===== config.mk =====
export PLATFORM = sky130hd
export DESIGN_NAME = rxshift
export DESIGN_NICKNAME = d
export VERILOG_FILES = /design/src/rtl/rxshift.sv
export SDC_FILE = /design/constraint.sdc
export NUM_CORES = 1
export LEC_CHECK = 0
export CORE_MARGIN = 2
export CORE_UTILIZATION = 50
export DETAILED_ROUTE_END_ITERATION = 7
export PLACE_DENSITY = 0.77
export SYNTH_ARGS = -nofsm -noshare
export SYNTH_HDL_FRONTEND = slang
export SYNTH_SLANG_ARGS = --single-unit

===== constraint.sdc =====
create_clock -name i_Pclk -period 4.05 [get_ports i_Pclk]
set_clock_uncertainty 0.15 [all_clocks]
set_input_delay 0.81 -clock i_Pclk [delete_from_list [all_inputs] [get_ports i_Pclk]]
set_output_delay 0.81 -clock i_Pclk [all_outputs]
set_load 0.01 [all_outputs]

===== src/rtl/rxshift.sv =====
// ---------------------------------------------------------------------------
// rxshift - serial receive shift register (8N1, LSB first)
//
// Synchronises the asynchronous serial line, qualifies the start bit at its
// mid-point, samples eight data bits at mid-bit and checks the stop bit. A
// good frame is loaded into o_Prdata with a one-cycle o_Rx_Done pulse. A low
// stop bit gives a one-cycle o_Frame_Err pulse and leaves o_Prdata unchanged.
//
// Parameters:
//   SYNC_STAGES  flops in the i_Rx_Serial synchroniser (2 or more)
//
// Ports:
//   i_Pclk       clock, rising edge
//   i_Preset     synchronous reset, active-high
//   i_Baud[7:0]  clocks per bit; 0 and 1 are treated as 2
//   i_Enable     receiver enable, only looked at while idle
//   i_Rx_Serial  serial line, idle high, asynchronous to i_Pclk
//   o_Prdata     last good byte received
//   o_Rx_Done    1-cycle pulse when o_Prdata has been loaded
//   o_Frame_Err  1-cycle pulse when the stop bit was sampled low
//   o_Busy       high whenever the receiver is not idle
//
// Handshake: o_Rx_Done / o_Frame_Err are single-cycle strobes with no ready;
// the consumer must capture o_Prdata in the cycle o_Rx_Done is high or later
// (o_Prdata holds until the next good frame). The two strobes are exclusive.
// ---------------------------------------------------------------------------
module rxshift #(
  parameter int SYNC_STAGES = 2
) (
  input  logic       i_Pclk,
  input  logic       i_Preset,
  input  logic [7:0] i_Baud,
  input  logic       i_Enable,
  input  logic       i_Rx_Serial,
  output logic [7:0] o_Prdata,
  output logic       o_Rx_Done,
  output logic       o_Frame_Err,
  output logic       o_Busy
);

  typedef enum logic [2:0] {
    S_IDLE  = 3'd0,
    S_START = 3'd1,
    S_DATA  = 3'd2,
    S_STOP  = 3'd3,
    S_DONE  = 3'd4
  } state_e;

  state_e                 state_q, state_d;
  logic [SYNC_STAGES-1:0] sync_q;
  logic [7:0]             cnt_q, cnt_d;
  logic [2:0]             bit_q, bit_d;
  logic [7:0]             shift_q, shift_d;
  logic [7:0]             prdata_q, prdata_d;
  logic                   done_q, done_d;
  logic                   err_q, err_d;

  logic                   s_rx;
  logic [7:0]             baud_eff;
  logic [7:0]             baud_m1;
  logic [7:0]             half_m1;

  // Oldest synchroniser flop is the only one the FSM may look at.
  assign s_rx = sync_q[SYNC_STAGES-1];

  // Bit period clamped to at least 2 so the half period is never zero.
  assign baud_eff = (i_Baud < 8'd2) ? 8'd2 : i_Baud;
  assign baud_m1  = baud_eff - 8'd1;
  assign half_m1  = (baud_eff >> 1) - 8'd1;

  // Synchroniser presets to the idle level so reset never looks like a start.
  always_ff @(posedge i_Pclk) begin
    if (i_Preset) begin
      sync_q <= '1;
    end else begin
      sync_q <= {sync_q[SYNC_STAGES-2:0], i_Rx_Serial};
    end
  end

  always_ff @(posedge i_Pclk) begin
    if (i_Preset) begin
      state_q  <= S_IDLE;
      cnt_q    <= 8'h00;
      bit_q    <= 3'd0;
      shift_q  <= 8'h00;
      prdata_q <= 8'h00;
      done_q   <= 1'b0;
      err_q    <= 1'b0;
    end else begin
      state_q  <= state_d;
      cnt_q    <= cnt_d;
      bit_q    <= bit_d;
      shift_q  <= shift_d;
      prdata_q <= prdata_d;
      done_q   <= done_d;
      err_q    <= err_d;
    end
  end

  always_comb begin
    state_d  = state_q;
    cnt_d    = cnt_q;
    bit_d    = bit_q;
    shift_d  = shift_q;
    prdata_d = prdata_q;
    done_d   = 1'b0;
    err_d    = 1'b0;

    case (state_q)
      S_IDLE: begin
        cnt_d = 8'h00;
        bit_d = 3'd0;
        if (i_Enable && !s_rx) begin
          state_d = S_START;
        end
      end

      // Half a bit in: a line that is high again was only a glitch.
      S_START: begin
        if (cnt_q == half_m1) begin
          cnt_d   = 8'h00;
          state_d = s_rx ? S_IDLE : S_DATA;
        end else begin
          cnt_d = cnt_q + 8'd1;
        end
      end

      // Sampling one full bit after the start mid-point keeps every
      // subsequent sample at mid-bit.
      S_DATA: begin
        if (cnt_q == baud_m1) begin
          cnt_d          = 8'h00;
          shift_d[bit_q] = s_rx;
          bit_d          = bit_q + 3'd1;
          if (bit_q == 3'd7) begin
            state_d = S_STOP;
          end
        end else begin
          cnt_d = cnt_q + 8'd1;
        end
      end

      S_STOP: begin
        if (cnt_q == baud_m1) begin
          cnt_d = 8'h00;
          if (s_rx) begin
            prdata_d = shift_q;
            done_d   = 1'b1;
          end else begin
            err_d = 1'b1;
          end
          state_d = S_DONE;
        end else begin
          cnt_d = cnt_q + 8'd1;
        end
      end

      // Pulses drop here by default; the remaining stop-bit time covers
      // this state and the return to idle before the next start edge.
      S_DONE: begin
        state_d = S_IDLE;
      end

      default: begin
        state_d = S_IDLE;
      end
    endcase
  end

  assign o_Prdata    = prdata_q;
  assign o_Rx_Done   = done_q;
  assign o_Frame_Err = err_q;
  assign o_Busy      = (state_q != S_IDLE);

endmodule


-- After elaboration in Yosys (flattened, before gate mapping)
Cells that the tools add are included.
- memories: 0
- memory bits (read-only): 0
- output and inout port bits: 11
- bits in writable memories: 0
- register bits: 34
- bits in latches: 0
- multipliers: 0
- shift operators: 0
- div/mod/pow operators: 0
- multiplexer cells: 18
- add/subtract/negate cells: 4
- eq/ne operators: 11
- magnitude comparators: 3
- bitwise gates (word level): 2
- reduce and logical (&&, ||, !) cells: 13
- operator list (operator ; number):
    $mux 8 ; 3
    $pmux 8 s3 ; 1
    $mux 3 ; 6
    $eq 8x8->1 ; 2
    $pmux 3 s4 ; 1
    $ne 2x2->1 const B ; 5
    $add 8x1->8 const B ; 1
    $bwmux 8 ; 1
    $lt 8x2->1 const B ; 1
    $sub 7x1->8 const B ; 1
    $sub 8x1->8 const B ; 1
    $eq 3x2->1 const B ; 2
    $pmux 3 s2 ; 1
    $reduce_bool 3->1 ; 2
    $reduce_and 5->1 ; 1
    $lt 3x4->1 const B ; 1
    $reduce_and 2->1 ; 2
    $add 3x1->3 const B ; 1
    $demux 1 s3 ; 1
    $eq 3x1->1 const B ; 1
    $eq 3x3->1 const B ; 1
    $ge 3x1->1 const B ; 1
    $logic_not 3->1 ; 1
    $mux 1 ; 3
    8 further kinds ; 10

-- Depth between registers and ports, before layout
Gate-level depths: netlist (run 1).
- word-level depth: 6
- gate-level depth with buffers: 12

-- Least setup slack after synthesis (run 1)
No wires, ideal clock.
- kind: in2reg
- from: input i_Baud[5]
- to: register shift_q[0]
- setup time: 131 ps
- slack: 33 ps
- arrival: 3736 ps
- stages on the path: 11
- cell sequence: buf_2 or4_4 o21ai_4 ha_1 or3b_2 o21ai_0 nand3_1 nor4_4 nand2_2 or4_1 mux2i_1
- word-level cells in the longest chain between the ends: 5
- RTL lines (what ; RTL line ; RTL):
    from (decl) ; 32 ; input logic [7:0] i_Baud,
    $lt 8x2->1 ; 67 ; assign baud_eff = (i_Baud < 8'd2) ? 8'd2 : i_Baud;
    $mux 8 (*) ; 67 ;
    $sub 8x1->8 (*) ; 68 ; assign baud_m1 = baud_eff - 8'd1;
    $eq 8x8->1 (*) ; 131 ; if (cnt_q == baud_m1) begin
    $reduce_and 2->1 (no line) (*) ; n/a ;
    to (signal assigned) ; 93 ; shift_q <= shift_d;
    to (decl) ; 53 ; logic [7:0] shift_q, shift_d;
Mark *: on every way between the ends. The rest lies on a longest branch, timed or not.
A chain may end at the register's enable or synchronous reset.

-- Final worst setup path (run 1)
- from: input i_Baud[6]
- to: register prdata_q[7], in the netlist o_Prdata[7]
- word-level cells in the longest chain between the ends: 5
- RTL lines (what ; RTL line ; RTL):
    $lt 8x2->1 ; 67 ;
    $mux 8 (*) ; 67 ;
    $sub 8x1->8 (*) ; 68 ;
    $eq 8x8->1 (*) ; 144 ; if (cnt_q == baud_m1) begin
    $reduce_and 3->1 (no line) (*) ; n/a ;
    to (signal assigned) ; 94 ; prdata_q <= prdata_d;
    to (decl) ; 54 ; logic [7:0] prdata_q, prdata_d;
Marks and branches as above.

==> summary.md, run 1 <==
| Metric | Value |
|---|---|
| Residual DRC count | 0 |
| Crit path buf inv count | 5 |
| RR Startpoint | cnt_q[6] |
| Most common flop cell mapped by yosys | dfxtp_1 |
| Leak | 0.9358 nW |
| Core area | 3716 um^2 |
| Post-Synthesis Cells | 223 |
| P&R area growth vs syn | 28.43% |
| Site Rows | 22 |
| CP startpoint kind | input port |
| Sequential share of the synthesized area | 34.61% |
| TritonCTS clock tree | yes |
| Number of CTS-inserted buffers | 5 |
| CTS Buffer Depth | 2 |
| # port buffers | 22 |
| Hold path startpoint | sync_q[0] |
| Largest net degree at the start of global routing | 26 |
| RePlAce Congestion | 0.9038 |
| Worst Path Max Fanout | 8 |
| Tcrit/Tclk final | 96.29% |
| Initial antenna violation count | 0 |
| # clock sinks | 34 |
| Arrival @ worst endpoint | 3970 ps |
| CTS clk-pin slew, worst paths | 80 ps |
| Die X | 66.72 um |
| Yosys cell types | 44 |
| Slew of the pin with the lowest slew margin | 831.5 ps |
| Worst setup EP type | flip-flop |
| Cell Area, Synth | 1967 um^2 |
| Pwr/cell area | 273.6 nW/um^2 |
| Async S/R FF share, synth | 0% |
| FF-to-FF setup slack | 1620 ps |
| Required @ worst endpoint | 4120 ps |
| Critical path, cell by cell | clkdlybuf4s50_1 > or4_4 > o21ai_4 > ha_2 > or3b_4 > buf_4 > o32a_1 > nand3_2 > nor4_4 > buf_4 > buf_4 > nand4_1 > buf_6 > nand3b_1 > o21ai_0 |
| Flops & latches, synth | 34 |
| Slew margin rel. | 44.40% |
| IR drop worst, VDD | 0.2123 mV |
| Syn Nets | 240 |
| Antenna diode count | 0 |
| WL final | 4662 um |
| Setup-failing EPs final | 0 |
| Drt via density | 5.761 |
| Clk Latency, worst-skew pair | 300 ps |
| Die area | 4452 um^2 |
| Detail Placement HPWL | 3095 um |
| Minimum clock period | 3900 ps |
| Slowest CP cell | or4_4 |
| Kind of cell adding the most delay to the critical path | simple AND/OR/NAND/NOR gates |
| Min-delay worst type | reg2reg |
| DP Area | 2336 um^2 |
| Layout cells sized above 1 | 20.61% |
| Number of global-route vias before repair | 1613 |
| Root cell of the clock tree | clkbuf_8 |
| Initial Util | 52.93% |
| Post-route cell area | 2526 um^2 |
| Max Slew Vio Count | 0 |
| First-pass GRT wire length | 7403 um |
| Number of synthesized flops with an enable pin | 0 |
| Synth warn | 0 |
| Via count | 1786 |
| Final Hold Fails | 0 |
| CP dominant cell by count | buf_4 |
| CP peak stage delay | 470 ps |
| Status | finished clean |
| Final Util | 67.98% |
| Critical path class | in2reg |
| H-Tree Depth | 2 |
| Unrepaired setup endpoints after global routing | false |
| Syn Area/Cell | 8.820 um^2 |
| Die Height | 66.72 um |
| WL/cell | 15.04 um |
| Initial drt markers | 121 |
| Num ports | 23 |
| Antenna viol nets, final | 0 |
| Total GRT Usage | 22.16% |
| Nets@finish | 278 |
| Initial DRT Pass Iterations | 4 |
| Fmax achieved | 256.4 MHz |
| Fillers | 311 |
| Total grt overflow | 0 |
| Max-cap violations | 0 |
| CP Launch Point | i_Baud[6] |
-- repair_timing --
action / CTS / global route
buffers inserted: 2 / 0
hold buffers: 0 / 0
gates resized for setup: 3 / 16
gates cloned: 0 / 2
pin swaps: 2 / 3
hold endpoints to repair: 0 / 0
endpoints found under the setup margin: 15 / 18
-- metrics by stage --
step,setup WS (ps),setup TNS (ps),power [mW],std cells,hold WS (ps)
2_1_floorplan,33.46,0,0.3905,223,239.5
3_3_place_gp,-336.9,-5946,0.4216,298,242.6
3_5_place_dp,-455.0,-8955,0.4226,298,251.5
4_1_cts,32.99,0,0.6895,308,268.1
5_1_grt,28.38,0,0.7183,310,284.8
6_report,150.3,0,0.6912,310,265.4
-- logic make-up (layout without fill, tap and decap cells) --
kind of cell | after synthesis | count (layout) | share of synthesized area [%]
multiplexers | 9 | 9 | 4.644
adder cells (fa/ha/maj) | 5 | 5 | 3.181
flip-flops | 34 | 34 | 34.61
XOR/XNOR | 24 | 24 | 10.69
AND/OR/NAND/NOR | 95 | 96 | 29.83
buffers and inverters | 21 | 59 | 4.643
AO/OA/AOI/OAI | 35 | 35 | 12.40
-- worst reg2reg max path, stage by stage, from the launching register on --
cell,delay (ps)
dfxtp_1,440
xor2_1,280
o32a_1,210
nand3_2,100
nor4_4,270
buf_4,180
buf_4,100
nand4_1,210
buf_6,220
nand3b_1,70
o21ai_0,90
-- routing by layer --
metal  wire length (um)  global-route usage [%]
met2               2115                   35.13
met4                 89                   8.673
met3                356                   5.574
met5                  0                       0
met1               2100                   28.73
-- Yosys cell counts (5+ instances only) --
| master | count | area, um^2 |
|---|---|---|
| mux2i_1 | 8 | 80.08 |
| nand3b_1 | 13 | 97.59 |
| xnor2_1 | 14 | 122.6 |
| nor3_1 | 14 | 70.07 |
| ha_1 | 5 | 62.56 |
| nand3_1 | 7 | 35.03 |
| dfxtp_1 | 34 | 680.7 |
| nand2b_1 | 13 | 81.33 |
| or4_1 | 7 | 52.55 |
| o21ai_0 | 13 | 65.06 |
| a21oi_1 | 9 | 45.04 |
| clkbuf_1 | 11 | 41.29 |
| nand2_1 | 11 | 41.29 |
| nor2_1 | 6 | 22.52 |
| xor2_1 | 10 | 87.58 |
-- cell usage in the layout, fill, tap and decap left out, types with 3 or more instances in the layout --
cell type	instances
a21oi_1	8
clkdlybuf4s50_1	19
nor3_1	14
nand2b_1	13
inv_1	4
or3_1	4
dfxtp_1	34
buf_4	23
nand3_1	6
and3_1	3
ha_1	3
nor2_1	6
xor2_1	10
o21ai_0	12
or2_2	3
dlymetal6s2s_1	3
nand2_1	11
clkbuf_8	6
xnor2_1	14
nand3b_1	13
mux2i_1	8
or4_1	7
-- report_power, final --
part	switching, mW	total (mW)	leakage (nW)	internal, mW
Clock	0.132	0.269	0.0472	0.137
Sequential	0.00183	0.337	0.274	0.336
Combinational	0.0416	0.0848	0.614	0.0432
-- registers in the layout (all words and copies together) (netlist names) --
register and flops:
cnt_q 8, o_Prdata 8, shift_q 8, bit_q 3
state_q 3, sync_q 2, o_Frame_Err 1, o_Rx_Done 1
-- path summary, 6_finish.rpt --
kind                 end  cells past startpoint
max          o_Prdata[7]                     15
min            sync_q[1]                      1
max reg2reg  o_Prdata[7]                     10
min reg2reg    sync_q[1]                      1
-- final cells by class --
class,count,area (um^2),area share (%)
clock buffers,6,82.58,3.269
clock inverters,2,12.51,0.4953
inverters,4,15.01,0.5944
multi-input cells,169,1252,49.58
flip-flops and latches,34,680.7,26.94
well taps,48,60.06,2.377
repair buffers,47,422.9,16.74
(Power assumes the default switching activity.)
==> inputs of run 2 (changes only) <==
--- a/config.mk
+++ b/config.mk
@@ -6,9 +6,9 @@
 export NUM_CORES = 1
 export LEC_CHECK = 0
 export CORE_MARGIN = 2
-export CORE_UTILIZATION = 50
+export CORE_UTILIZATION = 40
 export DETAILED_ROUTE_END_ITERATION = 7
-export PLACE_DENSITY = 0.77
+export PLACE_DENSITY = 0.65
 export SYNTH_ARGS = -nofsm -noshare
 export SYNTH_HDL_FRONTEND = slang
 export SYNTH_SLANG_ARGS = --single-unit
==> run 2 against run 1 <==
Compared with the run above:
- via count decreased by 3.0%
- routed wire length decreased by 0.34%
- core utilization decreased by 14 points
- maximum frequency decreased by 0.74%
- power decreased by 0.77%
- final cell count increased by 6.5%
- die area increased by 23%
- register-to-register slack got worse by 40 ps
- critical path depth decreased by 4
- setup slack got worse by 29 ps
- critical endpoint is now shift_q[0]
- largest cell class unchanged
- highest routed layer unchanged
==> summary.md, run 2 (synthesis results as in run 1) <==
| Metric | Value |
|---|---|
| Status | finished clean |
| DP Area | 2382 um^2 (+2.0%) |
| Most frequent cells in the layout | 34 x dfxtp_1, 25 x buf_4, 18 x clkdlybuf4s50_1 |
| Fmax achieved | 254.5 MHz (-0.74%) |
| Residual DRC count | 0 (unchanged) |
| Arrival @ worst endpoint | 3950 ps (-20 ps) |
| Min-delay worst type | reg2reg |
| Switching pwr | 169.7 uW (-3.5%) |
| Worst setup EP type | flip-flop |
| R2R cell count | 7 (-3) |
| Initial Util | 41.64% (-11 points) |
| CP Launch Point | i_Baud[2] |
| Area occupied by multi-input gates | 1265 um^2 (+1.0%) |
| Pwr/cell area | 267.0 nW/um^2 (-2.4%) |
| First-pass GRT wire length | 7748 um (+4.7%) |
| Clk Latency, worst-skew pair | 290 ps (about the same) |
| Total grt overflow | 0 (unchanged) |
| IR drop worst, VDD | 0.1898 mV (-11%) |
| Largest net degree at the start of global routing | 27 (+3.8%) |
| Total GRT Usage | 18.42% (-3.7 points) |
| Initial DRT Pass Iterations | 4 (unchanged) |
| # clock sinks | 34 (unchanged) |
| Core area | 4723 um^2 (+27%) |
| Reg2reg end | shift_q[0] |
| Sw frac | 24.74% (-0.69 points) |
| CTS clk-pin slew, worst paths | 70 ps (about the same) |
| Tcrit/Tclk final | 97.00% (+0.71 points) |
| Die area | 5494 um^2 (+23%) |
| TritonCTS clock tree | yes |
| Worst Path Max Fanout | 5 (-3) |
| Layout cells sized above 1 | 22.43% (+1.8 points) |
| Total power draw | 685.9 uW (-0.77%) |
| CP startpoint kind | input port |
| RR Startpoint | cnt_q[7] |
| Post-route cell area | 2569 um^2 (+1.7%) |
| Num ports | 23 (unchanged) |
| Initial antenna violation count | 0 (unchanged) |
| Minimum clock period | 3929 ps (+28.96 ps) |
| Gate power share | 12.4% (about the same) |
| Antenna diode count | 0 (unchanged) |
| Max-cap violations | 0 (unchanged) |
| Setup-failing EPs final | 0 (unchanged) |
| Number of global-route vias before repair | 1671 (+3.6%) |
| Via count | 1732 (-3.0%) |
| Hold-fix buffers, CTS | 0 (unchanged) |
| Detail Placement HPWL | 3155 um (+1.9%) |
| Root cell of the clock tree | clkbuf_8 |
| H-Tree Depth | 2 (unchanged) |
| Die X | 74.12 um (+11%) |
| Nets@finish | 279 (+0.36%) |
| Hold Crit Depth | 1 (unchanged) |
| Leak | 0.9430 nW (+0.78%) |
| FF-to-FF setup slack | 1580 ps (-40 ps) |
| Setup TNS | 0 ps (unchanged) |
| Clock power frac | 38.4% (-0.5 points) |
| Site Rows | 25 (+14%) |
| Slew margin rel. | 47.15% (+2.8 points) |
| Sequential Power Share | 49.2% (+0.4 points) |
| Die Height | 74.12 um (+11%) |
| Slew of the pin with the lowest slew margin | 790.3 ps (-41.22 ps) |
| Drt via density | 5.248 (-8.9%) |
| Number of CTS-inserted buffers | 5 (unchanged) |
| CTS Buffer Depth | 2 (unchanged) |
| RePlAce Congestion | 0.8380 (-7.3%) |
| Hold path startpoint | sync_q[0] |
| WL final | 4646 um (-0.34%) |
| Fillers | 443 (+42%) |
| Power Internal | 516.2 uW (+0.15%) |
| P&R area growth vs syn | 30.60% |
| Antenna viol nets, final | 0 (unchanged) |
| Critical path class | in2reg |
| WL/cell | 14.08 um (-6.4%) |
| WHS Endpoint | sync_q[1] |
| Final Util | 54.38% (-14 points) |
| Reg area | 680.7 um^2 (unchanged) |
| Final Hold Fails | 0 (unchanged) |
| Commonest non-fill, non-tap cell in the layout | dfxtp_1 |
| Initial drt markers | 84 (-31%) |
| Required @ worst endpoint | 4070 ps (-50 ps) |
| # port buffers | 22 (unchanged) |
| Max Slew Vio Count | 0 (unchanged) |
| Final Hold Slack | 264.5 ps (-0.8430 ps) |
run 2: repair_timing:
action | CTS | global route
resized for setup | 2 | 18
cloned | 1 | 0
pin swaps | 1 | 6
buffers inserted | 0 | 1
setup endpoints to repair | 16 | 22
endpoints found under the hold margin | 0 | 0
run 2: area by class of cell:
cell class              count  area share, %
clock buffers               6          3.215
clock inverters             2         0.4871
inverters                   4         0.5845
multi-input cells         169          49.24
flip-flops and latches     34          26.50
well taps                  67          3.264
repair buffers             48          16.71
run 2: worst max-delay path: stages:
cell,delay [ps]
clkdlybuf4s50_1,480
or3_4,440
o21ai_4,140
ha_2,190
or3b_4,390
a21oi_1,140
nand3_1,120
nor4_4,400
nand2_2,180
or4_1,520
mux2i_1,130
run 2: power by group through the flow:
stage	Clock, mW	Combinational, mW	Sequential [mW]
6_report	0.263	0.0849	0.337
3_5_place_dp	0	0.0784	0.345
4_1_cts	0.268	0.0797	0.337
5_1_grt	0.285	0.0927	0.338
3_3_place_gp	0	0.0778	0.345
2_1_floorplan	0	0.0463	0.344
run 2: worst max-delay path by stage:
stage / end / slack [ps] / cells after the start
floorplan: shift_q[0] / 30 / 11
global placement: shift_q[2] / -310 / 11
detailed placement: shift_q[2] / -380 / 11
CTS: cnt_q[4] / 6 / 13
global route: shift_q[2] / -40 / 12
finish: shift_q[0] / 120 / 11
run 2: stage by stage:
stage | setup WS, ps | std cells
final | 121.4 | 330
after global routing | -36.36 | 330
after detailed placement | -383.8 | 320
after CTS | 5.740 | 329
after floorplan | 33.46 | 223
after global placement | -314.6 | 320
run 2: routing by layer:
layer | vias to the layer above | global-route usage, % | part of all wire (%)
li1 | 874 | - | -
met1 | 822 | 25.68 | 49
met2 | 29 | 27.78 | 46
met3 | 7 | 4.336 | 4.1
met4 | 0 | 6.667 | 1.4
met5 | - | 0 | 0
